### src/rtl/cell_write_arbiter.sv
`default_nettype none
// ============================================================================
// Module   : cell_write_arbiter
// Brief    : Round-robin arbiter sharing one screen cell-writer port among
//            NUM_REQ requesters, with start-timeout and one-cycle ack.
// Revision : 1.0 - initial release
// ============================================================================
module cell_write_arbiter #(
    parameter int NUM_REQ       = 3,
    parameter int START_TIMEOUT = 16
) (
    input  logic                   clk,
    input  logic                   rst,
    input  logic [NUM_REQ-1:0]     req,
    input  logic [4*NUM_REQ-1:0]   req_row,
    input  logic [4*NUM_REQ-1:0]   req_col,
    input  logic [4*NUM_REQ-1:0]   req_data,
    output logic [NUM_REQ-1:0]     ack,
    input  logic                   working,
    output logic                   start_write,
    output logic [3:0]             cell_row,
    output logic [3:0]             cell_col,
    output logic [3:0]             cell_data,
    output logic [2:0]             grant_id,
    output logic                   busy,
    output logic                   timeout_flag
);

    localparam logic [2:0] S_IDLE      = 3'd0;
    localparam logic [2:0] S_START     = 3'd1;
    localparam logic [2:0] S_WAIT_BUSY = 3'd2;
    localparam logic [2:0] S_WAIT_DONE = 3'd3;
    localparam logic [2:0] S_ACK       = 3'd4;

    localparam int            CW         = (START_TIMEOUT > 2) ? $clog2(START_TIMEOUT) : 1;
    localparam logic [CW-1:0] C_TMO_LAST = CW'(START_TIMEOUT - 1);

    logic [2:0]         r_state;
    logic [2:0]         r_ptr;
    logic [CW-1:0]      r_cnt;

    logic [2:0]         w_next;
    logic               w_timeout;
    logic [CW-1:0]      w_cnt_inc;
    logic               w_found;
    logic [2:0]         w_pick;
    logic [3:0]         w_row;
    logic [3:0]         w_col;
    logic [3:0]         w_data;
    logic [NUM_REQ-1:0] w_ack_oh;
    int                 w_dist;
    int                 w_best;

    assign w_cnt_inc = r_cnt + 1'b1;

    // Winner is the requester at the smallest wrapped distance from the pointer.
    always_comb begin
        w_found = 1'b0;
        w_pick  = '0;
        w_row   = '0;
        w_col   = '0;
        w_data  = '0;
        w_dist  = 0;
        w_best  = NUM_REQ;
        for (int j = 0; j < NUM_REQ; j++) begin
            if (req[j]) begin
                w_dist = (j >= int'(r_ptr)) ? (j - int'(r_ptr)) : (j + NUM_REQ - int'(r_ptr));
                if (w_dist < w_best) begin
                    w_best  = w_dist;
                    w_found = 1'b1;
                    w_pick  = 3'(j);
                    w_row   = req_row[4*j +: 4];
                    w_col   = req_col[4*j +: 4];
                    w_data  = req_data[4*j +: 4];
                end
            end
        end
    end

    always_comb begin
        w_ack_oh = '0;
        for (int j = 0; j < NUM_REQ; j++) begin
            if (grant_id == 3'(j)) begin
                w_ack_oh[j] = 1'b1;
            end
        end
    end

    // A rising working beats counter expiry in the same cycle.
    always_comb begin
        w_next    = r_state;
        w_timeout = 1'b0;
        case (r_state)
            S_IDLE:      if (w_found) w_next = S_START;
            S_START:     w_next = S_WAIT_BUSY;
            S_WAIT_BUSY: begin
                if (working) begin
                    w_next = S_WAIT_DONE;
                end else if (w_cnt_inc == C_TMO_LAST) begin
                    w_next    = S_ACK;
                    w_timeout = 1'b1;
                end
            end
            S_WAIT_DONE: if (!working) w_next = S_ACK;
            S_ACK:       w_next = S_IDLE;
            default:     w_next = S_IDLE;
        endcase
    end

    always_ff @(posedge clk) begin
        if (rst) begin
            r_state      <= S_IDLE;
            r_ptr        <= '0;
            r_cnt        <= '0;
            ack          <= '0;
            start_write  <= 1'b0;
            cell_row     <= '0;
            cell_col     <= '0;
            cell_data    <= '0;
            grant_id     <= '0;
            busy         <= 1'b0;
            timeout_flag <= 1'b0;
        end else begin
            r_state     <= w_next;
            busy        <= (w_next != S_IDLE);
            start_write <= (w_next == S_START);
            ack         <= (w_next == S_ACK) ? w_ack_oh : '0;
            if (w_timeout) begin
                timeout_flag <= 1'b1;
            end
            if (r_state == S_IDLE && w_found) begin
                cell_row  <= w_row;
                cell_col  <= w_col;
                cell_data <= w_data;
                grant_id  <= w_pick;
            end
            if (r_state == S_START) begin
                r_cnt <= '0;
            end else if (r_state == S_WAIT_BUSY && !working) begin
                r_cnt <= w_cnt_inc;
            end
            if (r_state == S_ACK) begin
                r_ptr <= (grant_id == 3'(NUM_REQ - 1)) ? 3'd0 : (grant_id + 3'd1);
            end
        end
    end

endmodule
`default_nettype wire

### config.mk
export PLATFORM = sky130hd
export DESIGN_NAME = cell_write_arbiter
export DESIGN_NICKNAME = d
export VERILOG_FILES = /design/src/rtl/cell_write_arbiter.sv
export SDC_FILE = /design/constraint.sdc
export NUM_CORES = 1
export LEC_CHECK = 0
export BUFFER_PORTS_ARGS = -buffer_cell sky130_fd_sc_hd__buf_2
export CORE_ASPECT_RATIO = 0.9
export CORE_MARGIN = 5
export CORE_UTILIZATION = 50
export DETAILED_ROUTE_END_ITERATION = 12
export PLACE_DENSITY = 0.78
export SYNTH_ARGS = -nofsm -noshare
export SYNTH_HDL_FRONTEND = slang
export SYNTH_SLANG_ARGS = --single-unit
### constraint.sdc
create_clock -name clk -period 12.3 [get_ports clk]
set_input_delay 1.845 -clock clk [delete_from_list [all_inputs] [get_ports clk]]
set_output_delay 1.845 -clock clk [all_outputs]
set_load 0.005 [all_outputs]
==> flow_metrics.py, run 1 <==
metrics = {
    "status": {
        "run_status": "finished, final reports clean",
    },
    "worst_setup_path": {
        "critPathTopFamily": "compound AO/OA/AOI/OAI gates",
        "critPathSlowestCell": "a31oi_2",
        "required_ps": 12490,
        "path_cells": "buf_2, o41ai_1, a31oi_2, o211a_1, ha_1, nand2b_1, nand4_1, a31oi_2, nor2_1, nand2_1, o21ai_0, ha_1, or4_4, a21oi_2, o21ai_1, a21oi_2, nand2b_1, o22ai_1",
        "worstReg2RegStart": "r_ptr[1]$_SDFFE_PP0N_",
        "worst-path-buf-inv": 1,
        "startpoint": "req[0]",
        "cpPeakStageDelay_ps": 680,
        "crit_arrival_ps": 6690,
        "cp_max_fo": 17,
        "critPathCaptureType": "register",
        "path_class": "in2reg",
        "start_kind": "input pin",
    },
    "synth": {
        "synth_warnings": 0,
        "netlist_area_um2": 2020,
        "syn_inst": 247,
        "ys_types": 46,
        "syn_area_per_cell_um2": 8.18,
        "synth_flop_cell": "dfxtp_1",
        "synthArstFlopShare_pct": 0,
        "yosysSeqAreaShare_pct": 29.7,
        "synth_seq_cells": 30,
        "synthesis.nets": 306,
        "synth-edff-count": 0,
    },
    "cells_and_area": {
        "nets": 361,
        "layout-drive-gt1-share_pct": 26.7,
        "final_util_pct": 60.3,
        "num_antenna_cells": 0,
        "area_growth_pct": 19.3,
        "instances_no_fill": 351,
    },
    "pwr": {
        "p_sw_w": 0.0000815,
        "internal_power_w": 0.000195,
        "p_leak_nw": 1.10,
        "pwr-share-comb_pct": 24.1,
        "p_sw_share_pct": 29.4,
        "seq_power_share_pct": 41.0,
        "power_density_nw_per_um2": 115,
        "clkPwrFrac_pct": 34.9,
        "peakVddDrop_mv": 0.115,
    },
    "clock_tree": {
        "cts-resized-gates": 0,
        "insertion_delay_ps": 280,
        "tritoncts": "yes",
        "clockRootBuffer": "clkbuf_8",
        "clk_pin_slew_ps": 60,
        "clock_sinks": 30,
        "post-cts-setup-buffers": 0,
        "hold_buffers": 0,
        "cts-buffers-inserted": 5,
        "h-tree-depth": 2,
        "cts_buffer_depth": 2,
    },
    "sta": {
        "rsz0062_at_grt": "false",
        "min_period_ps": 6500,
        "holdWs_ps": 468,
        "skew_ps": 4.14,
        "finalSetupTns_ps": 0,
        "worst_slack_ps": 5800,
        "setup_viol": 0,
        "min_period_over_period_pct": 52.8,
        "fmax_mhz": 154,
        "maxSlewViolCount": 0,
        "tightest_slew_ps": 850,
        "hold_violations": 0,
        "relSlewSlack_pct": 43.1,
    },
    "global_routing": {
        "grt_util_all_layers_pct": 17.7,
        "grt_pass1_wl_um": 8090,
        "antenna_found_initial": 0,
        "grt_pass1_vias": 1847,
        "grt_max_degree": 25,
        "grt-ovfl-total": 0,
    },
    "min_path": {
        "min_from": "timeout_flag$_SDFFE_PP0P_",
        "min_path_type": "reg2reg",
    },
    "job": {
        "max-cap-violations": 0,
    },
    "route": {
        "drtPass1Iterations": 4,
        "dr.first_iter.drc_count": 125,
        "via_count": 1959,
        "ant_nets": 0,
        "drt_wl_total_um": 4880,
        "wl_per_cell_um": 13.9,
        "drc": 0,
        "routed_via_density": 5.58,
    },
    "die": {
        "die_area_um2": 5410,
        "fp.coreArea_um2": 3990,
        "io_pins": 63,
        "die_w_um": 77.0,
        "die_height_um": 70.3,
        "rows": 22,
        "initial_core_util_pct": 50.6,
    },
    "place": {
        "place_congestion": 0.824,
        "dp_worst_setup_slack_ps": 5580,
        "io_buffers": 61,
        "place_inst": 343,
        "dp_hpwl_um": 3610,
    },
}
power by group through the flow:
stage | clock (W) | sequential, W | combinational [W]
after floorplan | 0 | 0.000115 | 0.0000457
after global placement | 0 | 0.000116 | 0.0000647
after detailed placement | 0 | 0.000115 | 0.0000657
after CTS | 0.0000978 | 0.000113 | 0.0000663
after global routing | 0.000103 | 0.000115 | 0.0000743
final | 0.0000967 | 0.000114 | 0.0000666
through the flow:
step                      area (um2)  total power (W)
after floorplan                 2020         0.000161
after global placement          2300         0.000180
after detailed placement        2300         0.000181
after CTS                       2410         0.000277
after global routing            2410         0.000292
final                           2410         0.000277
Yosys cell counts (2+ instances only):
library cell	n	area, um2
nor3b_1	4	30.0
a31oi_1	2	12.5
a21oi_1	7	35.0
o22ai_1	13	81.3
a21oi_2	2	17.5
xor2_1	2	17.5
nor2b_1	4	25.0
nand4_1	3	18.8
a211oi_1	2	15.0
nand2b_1	16	100
mux2i_1	13	130
nor3_1	4	20.0
buf_6	2	22.5
nor2_1	21	78.8
o21ai_0	31	155
inv_1	7	26.3
o21a_1	2	15.0
clkbuf_1	8	30.0
nand3b_1	2	15.0
mux2_2	2	22.5
xnor2_1	4	35.0
a31oi_2	2	25.0
nand2_1	26	97.6
ha_1	17	213
dfxtp_1	30	601
state kept, by name, indices dropped and copies added, names as in the netlist:
signal,count
timeout_flag,1
r_cnt,4
r_ptr,3
ack,3
start_write,1
r_state,3
cell_col,4
cell_data,4
grant_id,2
cell_row,4
busy,1
final cells by class:
cell class                 instances  area, um2
clock buffer                       5       68.8
clock inverter                     3       40.0
fill                             359       1580
inverter                           8       30.0
multi-input combinational        196       1300
sequential                        30        601
tap                               48       60.1
timing repair buffer              61        305
layout by cell type, fill, tap and decap left out, types with 3 or more instances in the layout:
cell      Yosys  final
a21oi_1       7      7
buf_2         1     61
clkbuf_8      0      5
dfxtp_1      30     30
ha_1         17     17
inv_1         7      7
mux2i_1      13     13
nand2_1      26     26
nand2b_1     16     16
nand4_1       3      3
nor2_1       21     21
nor2b_1       4      4
nor3_1        4      4
nor3b_1       4      4
o21ai_0      31     31
o22ai_1      13     13
xnor2_1       4      4
final timing paths:
path	slack, ps	endpoint	cells after the start
max	5800	cell_data[2]$_SDFFE_PP0P_	18
min	470	timeout_flag$_SDFFE_PP0P_	2
max reg2reg	6310	cell_data[2]$_SDFFE_PP0P_	19
min reg2reg	470	timeout_flag$_SDFFE_PP0P_	2
cells by family (layout without fill, tap and decap cells):
family                   Yosys count  in the layout  share of synthesized area [%]
multiplexers                      15             15                           7.56
adder cells (fa/ha/maj)           17             17                           10.5
other                              1              1                          0.186
flip-flops                        30             30                           29.7
AO/OA/AOI/OAI                     72             72                           22.4
AND/OR/NAND/NOR                   85             85                           21.3
XOR/XNOR                           6              6                           2.60
buffers and inverters             21             77                           5.70
tightest hold or removal path: stages, from the launching register on:
cell     delay, ps
dfxtp_1        320
a21oi_1         40
nor2_1          70
layer usage:
layer | track usage [%] | share of wire [%] | vias up
li1 | - | - | 977
met4 | 4.39 | 1.1 | 0
met1 | 23.5 | 45 | 927
met3 | 4.64 | 5.4 | 7
met2 | 28.4 | 48 | 48
met5 | 0 | 0 | -
(Power assumes the default switching activity.)
==> run 2: changes to the inputs <==
--- a/config.mk
+++ b/config.mk
@@ -8,9 +8,9 @@
 export BUFFER_PORTS_ARGS = -buffer_cell sky130_fd_sc_hd__buf_2
 export CORE_ASPECT_RATIO = 0.9
 export CORE_MARGIN = 5
-export CORE_UTILIZATION = 50
+export CORE_UTILIZATION = 46
 export DETAILED_ROUTE_END_ITERATION = 12
-export PLACE_DENSITY = 0.78
+export PLACE_DENSITY = 0.76
 export SYNTH_ARGS = -nofsm -noshare
 export SYNTH_HDL_FRONTEND = slang
 export SYNTH_SLANG_ARGS = --single-unit
==> constraint.sdc (replaced) <==
create_clock -name clk -period 5.35 [get_ports clk]
set_input_delay 0.8025 -clock clk [delete_from_list [all_inputs] [get_ports clk]]
set_output_delay 0.8025 -clock clk [all_outputs]
set_load 0.005 [all_outputs]
==> run 2 against run 1 <==
  * Setup slack got worse by 5100 ps
  * Total power is 130% higher
  * Cell area increased by 2.0%
  * Largest cell class unchanged
  * Critical path type is now reg2reg
  * Highest routed layer unchanged
==> flow_metrics.py, run 2 (same netlist as run 1, synthesis figures left out) <==
metrics = {
    "job": {
        "max-cap-violations": 0,
    },
    "sta": {
        "tightest_slew_ps": 694,
        "setup_viol": 0,
        "maxSlewViolCount": 0,
        "worst_slack_ps": 666,
        "skew_ps": 5.22,
        "rsz0062_at_grt": "false",
        "min_period_ps": 4680,
        "fmax_mhz": 213,
        "min_period_over_period_pct": 87.5,
        "finalSetupTns_ps": 0,
        "hold_violations": 0,
        "relSlewSlack_pct": 53.8,
    },
    "worst_setup_path": {
        "critPathCaptureType": "register",
        "start_kind": "register",
        "path_cells": "inv_1, ha_1, a21bo_2, a31oi_2, buf_4, o211a_1, ha_1, nand2b_1, nand4_1, a31oi_2, nor2_1, nand2_1, o21ai_0, ha_1, or4_4, a21oi_2, a31oi_1, a21bo_1, mux2i_1, o22ai_1",
        "cp_common_cell": "ha_1",
        "worst-path-buf-inv": 2,
        "critPathSlowestCell": "or4_4",
        "critPathTopFamily": "compound AO/OA/AOI/OAI gates",
        "path_class": "reg2reg",
        "cp_max_fo": 17,
        "cpPeakStageDelay_ps": 520,
        "crit_arrival_ps": 4830,
        "required_ps": 5490,
    },
    "cells_and_area": {
        "area_growth_pct": 21.7,
        "nets": 365,
        "mostFrequentLayoutCell": "buf_2",
        "num_antenna_cells": 0,
        "final_cell_mix": "buf_2 (61), o21ai_0 (31), dfxtp_1 (30)",
        "layout-drive-gt1-share_pct": 27.5,
    },
    "clock_tree": {
        "clockRootBuffer": "clkbuf_8",
        "cts_buffer_depth": 2,
        "cts-resized-gates": 0,
        "clock_sinks": 30,
        "tritoncts": "yes",
        "cts-buffers-inserted": 5,
        "h-tree-depth": 2,
        "insertion_delay_ps": 280,
        "post-cts-setup-buffers": 0,
        "hold_buffers": 0,
        "clk_pin_slew_ps": 60,
    },
    "global_routing": {
        "antenna_found_initial": 0,
        "grt_max_degree": 25,
        "grt_pass1_wl_um": 8060,
        "grt-ovfl-total": 0,
        "grt_util_all_layers_pct": 17.0,
        "grt_pass1_vias": 1859,
    },
    "pwr": {
        "pwr-share-comb_pct": 24.1,
        "clkPwrFrac_pct": 35.6,
        "p_sw_share_pct": 28.1,
        "internal_power_w": 0.000465,
        "p_leak_nw": 1.12,
        "power_density_nw_per_um2": 263,
        "peakVddDrop_mv": 0.197,
        "seq_power_share_pct": 40.2,
        "p_sw_w": 0.000182,
    },
    "die": {
        "fp.coreArea_um2": 4160,
        "initial_core_util_pct": 48.6,
        "die_w_um": 79.8,
        "rows": 22,
        "io_pins": 63,
        "die_area_um2": 5820,
        "die_height_um": 72.9,
    },
    "route": {
        "wl_met3_um": 205,
        "via_count": 1928,
        "wl_met1_um": 2330,
        "top_layer": "met4",
        "route.met2.wl_um": 2380,
        "wl_per_cell_um": 13.5,
        "routed_via_density": 5.27,
        "drt_wl_total_um": 4940,
        "dr.first_iter.drc_count": 154,
        "ant_nets": 0,
        "drc": 0,
        "drtPass1Iterations": 4,
    },
    "place": {
        "dp_worst_setup_slack_ps": 709,
        "dp_hpwl_um": 3780,
        "place_congestion": 0.870,
        "io_buffers": 61,
    },
    "min_path": {
        "min_path_type": "reg2reg",
    },
    "status": {
        "run_status": "finished, final reports clean",
    },
}
## run 2: changes by cell type in the layout (fill, tap and decap cells not counted)
cell | previous run | this run
buf_4 | 0 | 4
clkbuf_8 | 5 | 6
clkinv_2 | 2 | 0
## run 2: through the flow
| stage | std cells | area (um2) | total power [W] | hold WS, ps | util (%) |
|---|---|---|---|---|---|
| 5_1_grt | 366 | 2460 | 0.000681 | 520 | 59.1 |
| 3_5_place_dp | 359 | 2340 | 0.000421 | 462 | 56.4 |
| 6_report | 366 | 2460 | 0.000647 | 479 | 59.1 |
| 2_1_floorplan | 247 | 2020 | 0.000370 | 460 | - |
| 3_3_place_gp | 359 | 2340 | 0.000420 | 447 | 56.4 |
| 4_1_cts | 366 | 2460 | 0.000653 | 485 | 59.1 |
## run 2: tightest hold or removal path, delay by kind of cell (launching register included)
kind,cells,cell delay [ps]
AOI/OAI and AO/OA,1,40
and+or+nand+nor,1,70
DFF,1,330
## run 2: power by group through the flow
stage / Sequential [W] / Clock [W] / Combinational (W)
floorplan: 0.000265 / 0 / 0.000105
global placement: 0.000265 / 0 / 0.000154
detailed placement: 0.000265 / 0 / 0.000156
CTS: 0.000261 / 0.000236 / 0.000157
global route: 0.000264 / 0.000243 / 0.000174
finish: 0.000260 / 0.000230 / 0.000156
## run 2: per-layer routing
metal	up-vias	track usage (%)
li1	985	-
met1	894	22.1
met2	45	29.3
met3	4	3.21
met4	0	3.94
met5	-	0
## run 2: path summary, 6_finish.rpt
kind / slack (ps) / from / depth (start not counted) / endpoint
max reg2reg: 670 / r_ptr[1]$_SDFFE_PP0N_ / 20 / cell_data[2]$_SDFFE_PP0P_
max: 670 / r_ptr[1]$_SDFFE_PP0N_ / 20 / cell_data[2]$_SDFFE_PP0P_
min: 480 / timeout_flag$_SDFFE_PP0P_ / 2 / timeout_flag$_SDFFE_PP0P_
min reg2reg: 480 / timeout_flag$_SDFFE_PP0P_ / 2 / timeout_flag$_SDFFE_PP0P_
## run 2: cell type report
type	instances	area, um2
Fill cell	369	1700
Multi-Input combinational cell	196	1300
Sequential cell	30	601
Timing Repair Buffer	65	335
Clock buffer	6	82.6
Tap cell	60	75.1
Clock inverter	1	30.0
Inverter	8	30.0
==> run 3: changes to the inputs <==
--- a/config.mk
+++ b/config.mk
@@ -5,12 +5,12 @@
 export SDC_FILE = /design/constraint.sdc
 export NUM_CORES = 1
 export LEC_CHECK = 0
+export ABC_AREA = 1
 export BUFFER_PORTS_ARGS = -buffer_cell sky130_fd_sc_hd__buf_2
 export CORE_ASPECT_RATIO = 0.9
 export CORE_MARGIN = 5
-export CORE_UTILIZATION = 46
+export CORE_UTILIZATION = 35
 export DETAILED_ROUTE_END_ITERATION = 12
-export PLACE_DENSITY = 0.76
 export SYNTH_ARGS = -nofsm -noshare
 export SYNTH_HDL_FRONTEND = slang
 export SYNTH_SLANG_ARGS = --single-unit
==> run 3 against run 2 <==
  * Global-route usage shrank 2.4 points
  * Cell area increased by 4.7%
  * Clock-buffer cell count unchanged
  * Utilization shrank 17 points
  * Total power up 13%
  * Fmax up 14%
  * Flip-flop and latch count unchanged
  * First-iteration DRC count shrank 46%
==> flow_metrics.py, run 3 <==
metrics = {
    "synth": {
        "syn_area_per_cell_um2": 6.43,
        "synth_fa_ha_area_share_pct": 9.84,
        "synth_warnings": 0,
        "synth_seq_cells": 30,
        "synthesis.nets": 395,
        "synth_simple_gate_area_share_pct": 40.2,
        "synth_common_cells": "nand2_1 (102), inv_1 (40), nand3_1 (33)",
        "synth_top_family_by_area": "simple AND/OR/NAND/NOR gates",
        "ys_types": 28,
        "netlist_area_um2": 2160,
        "synth_mux_area_share_pct": 0.521,
        "synth_area_leaders": "dfxtp_1 (28%), nand2_1 (18%), ha_1 (9.8%)",
        "yosysSeqAreaShare_pct": 27.8,
        "synthArstFlopShare_pct": 0,
        "yosysMostFrequentCell": "nand2_1",
        "yosysTopAreaCellShare_pct": 27.8,
        "syn_inst": 336,
        "synth-edff-count": 0,
        "synth_compound_area_share_pct": 9.09,
        "synth_area_leader_cell": "dfxtp_1",
        "synth_xor_area_share_pct": 1.62,
        "synth_flop_cell": "dfxtp_1",
    },
    "sta": {
        "min_period_ps": 4120,
        "min_period_over_period_pct": 76.9,
        "fmax_mhz": 243,
        "skew_ps": 7.71,
        "hold_violations": 0,
        "setup_viol": 0,
        "rsz0062_at_grt": "false",
        "maxSlewViolCount": 0,
        "finalSetupTns_ps": 0,
    },
    "route": {
        "drtPass1Iterations": 4,
        "dr.first_iter.drc_count": 83,
        "via_count": 2186,
        "ant_nets": 0,
        "wl_per_cell_um": 11.9,
        "drt_wl_total_um": 5510,
        "routed_via_density": 4.71,
        "drc": 0,
    },
    "place": {
        "dp_hpwl_um": 4340,
        "place_congestion": 0.852,
        "io_buffers": 61,
    },
    "worst_setup_path": {
        "r2r-end": "cell_row[2]$_SDFFE_PP0P_",
        "cp_max_fo": 31,
        "cpPeakStageDelay_ps": 470,
        "start_kind": "register",
        "path_class": "reg2reg",
        "worstReg2RegStart": "r_ptr[2]$_SDFFE_PP0N_",
        "reg2reg_slack_ps": 1230,
        "startpoint": "r_ptr[2]$_SDFFE_PP0N_",
        "crit_arrival_ps": 4300,
        "critPathSlowestCell": "dfxtp_1",
        "critPathCaptureType": "register",
        "cp_common_cell": "nand2_1",
        "ff2ff_path_depth": 27,
        "required_ps": 5530,
    },
    "clock_tree": {
        "hold_buffers": 0,
        "cts-resized-gates": 0,
        "clock_sinks": 30,
        "h-tree-depth": 2,
        "post-cts-setup-buffers": 0,
        "cts_buffer_depth": 2,
        "tritoncts": "yes",
        "insertion_delay_ps": 280,
        "clockRootBuffer": "clkbuf_8",
        "cts-buffers-inserted": 5,
        "clk_pin_slew_ps": 70,
    },
    "pwr": {
        "p_total_w": 0.000729,
        "power_density_nw_per_um2": 283,
        "p_leak_nw": 1.42,
        "peakVddDrop_mv": 0.131,
    },
    "cells_and_area": {
        "final_cell_mix": "nand2_1 (102), buf_2 (61), inv_1 (40)",
        "mostFrequentLayoutCell": "nand2_1",
        "layout-drive-gt1-share_pct": 24.5,
        "num_antenna_cells": 0,
        "nets": 450,
        "area_growth_pct": 19.1,
    },
    "die": {
        "die_height_um": 84.5,
        "rows": 27,
        "io_pins": 63,
        "initial_core_util_pct": 35.7,
        "die_w_um": 92.8,
        "fp.coreArea_um2": 6050,
        "die_area_um2": 7850,
    },
    "global_routing": {
        "grt_pass1_wl_um": 9400,
        "grt-ovfl-total": 0,
        "grt_max_degree": 32,
        "grt_pass1_vias": 2138,
        "grt_util_all_layers_pct": 14.6,
        "antenna_found_initial": 0,
    },
    "min_path": {
        "min_path_type": "reg2reg",
        "holdPathStages": 2,
        "holdPathEnd": "timeout_flag$_SDFFE_PP0P_",
        "min_from": "timeout_flag$_SDFFE_PP0P_",
    },
    "status": {
        "run_status": "finished, final reports clean",
    },
    "job": {
        "max-cap-violations": 0,
    },
}
-- run 3: cell types whose count changed after synthesis, sizes merged, moves of 13 or more --
| cell | previous run | this run |
|---|---|---|
| inv | 8 | 41 |
| mux2i | 13 | 0 |
| nand2 | 26 | 111 |
| nand2b | 16 | 0 |
| nand3 | 0 | 35 |
| nor2 | 21 | 39 |
| o22ai | 13 | 0 |
-- run 3: cell type report --
cell class	instances	area, um2
Fill cell	662	3470
Multi-Input combinational cell	252	1330
Sequential cell	30	601
Timing Repair Buffer	61	305
Inverter	41	154
Tap cell	72	90.1
Clock buffer	6	82.6
Clock inverter	2	12.5
-- run 3: how the worst max path moves through the flow --
stage | to | slack [ps] | cells after the start
2_1_floorplan | cell_row[3]$_SDFFE_PP0P_ | 1770 | 23
3_3_place_gp | busy$_SDFF_PP0_ | 1420 | 29
5_1_grt | cell_col[2]$_SDFFE_PP0P_ | 740 | 28
4_1_cts | cell_row[2]$_SDFFE_PP0P_ | 1290 | 27
3_5_place_dp | cell_row[0]$_SDFFE_PP0P_ | 1290 | 27
6_report | cell_row[2]$_SDFFE_PP0P_ | 1230 | 27
-- run 3: power breakdown --
group	switching, W	internal, W	total (W)	leakage [nW]
clock network	0.0000918	0.000103	0.000195	0.0472
registers	0.0000211	0.000256	0.000277	0.246
logic	0.000160	0.0000974	0.000257	1.12
total	0.000273	0.000457	0.000729	1.42
-- run 3: cells by family (layout without fill, tap and decap cells) --
kind of cell,Yosys count,after routing
compound gates,37,37
mux,1,1
buf+inv,54,110
other cells,1,1
xor+xnor,4,4
flops,30,30
fa+ha+maj,17,17
simple gates,192,192
-- run 3: worst max-delay path: cells and delay by family, from the launching register on --
kind	cells	cell delay (ps)
compound gates	2	440
fa+ha+maj	4	950
buf+inv	2	230
flops	1	470
simple gates	19	1920
-- run 3: routing by layer --
layer	up-vias	wire, um	part of all wire, %	GRT usage [%]
met5	-	0	0	0
met4	0	38	0.69	3.60
met3	5	403	7.3	3.85
met2	65	2470	45	24.1
met1	954	2590	47	18.8
li1	1162	-	-	-
-- run 3: through the flow --
stage               setup WS (ps)  hold slack (ps)  cell area, um2  utilization (%)  std cells
finish                       1230              477            2570             42.6        464
global placement             1420              449            2480             41.0        456
floorplan                    1770              458            2160                -        336
CTS                          1290              482            2570             42.6        464
global route                  741              498            2570             42.6        464
detailed placement           1290              463            2480             41.0        456
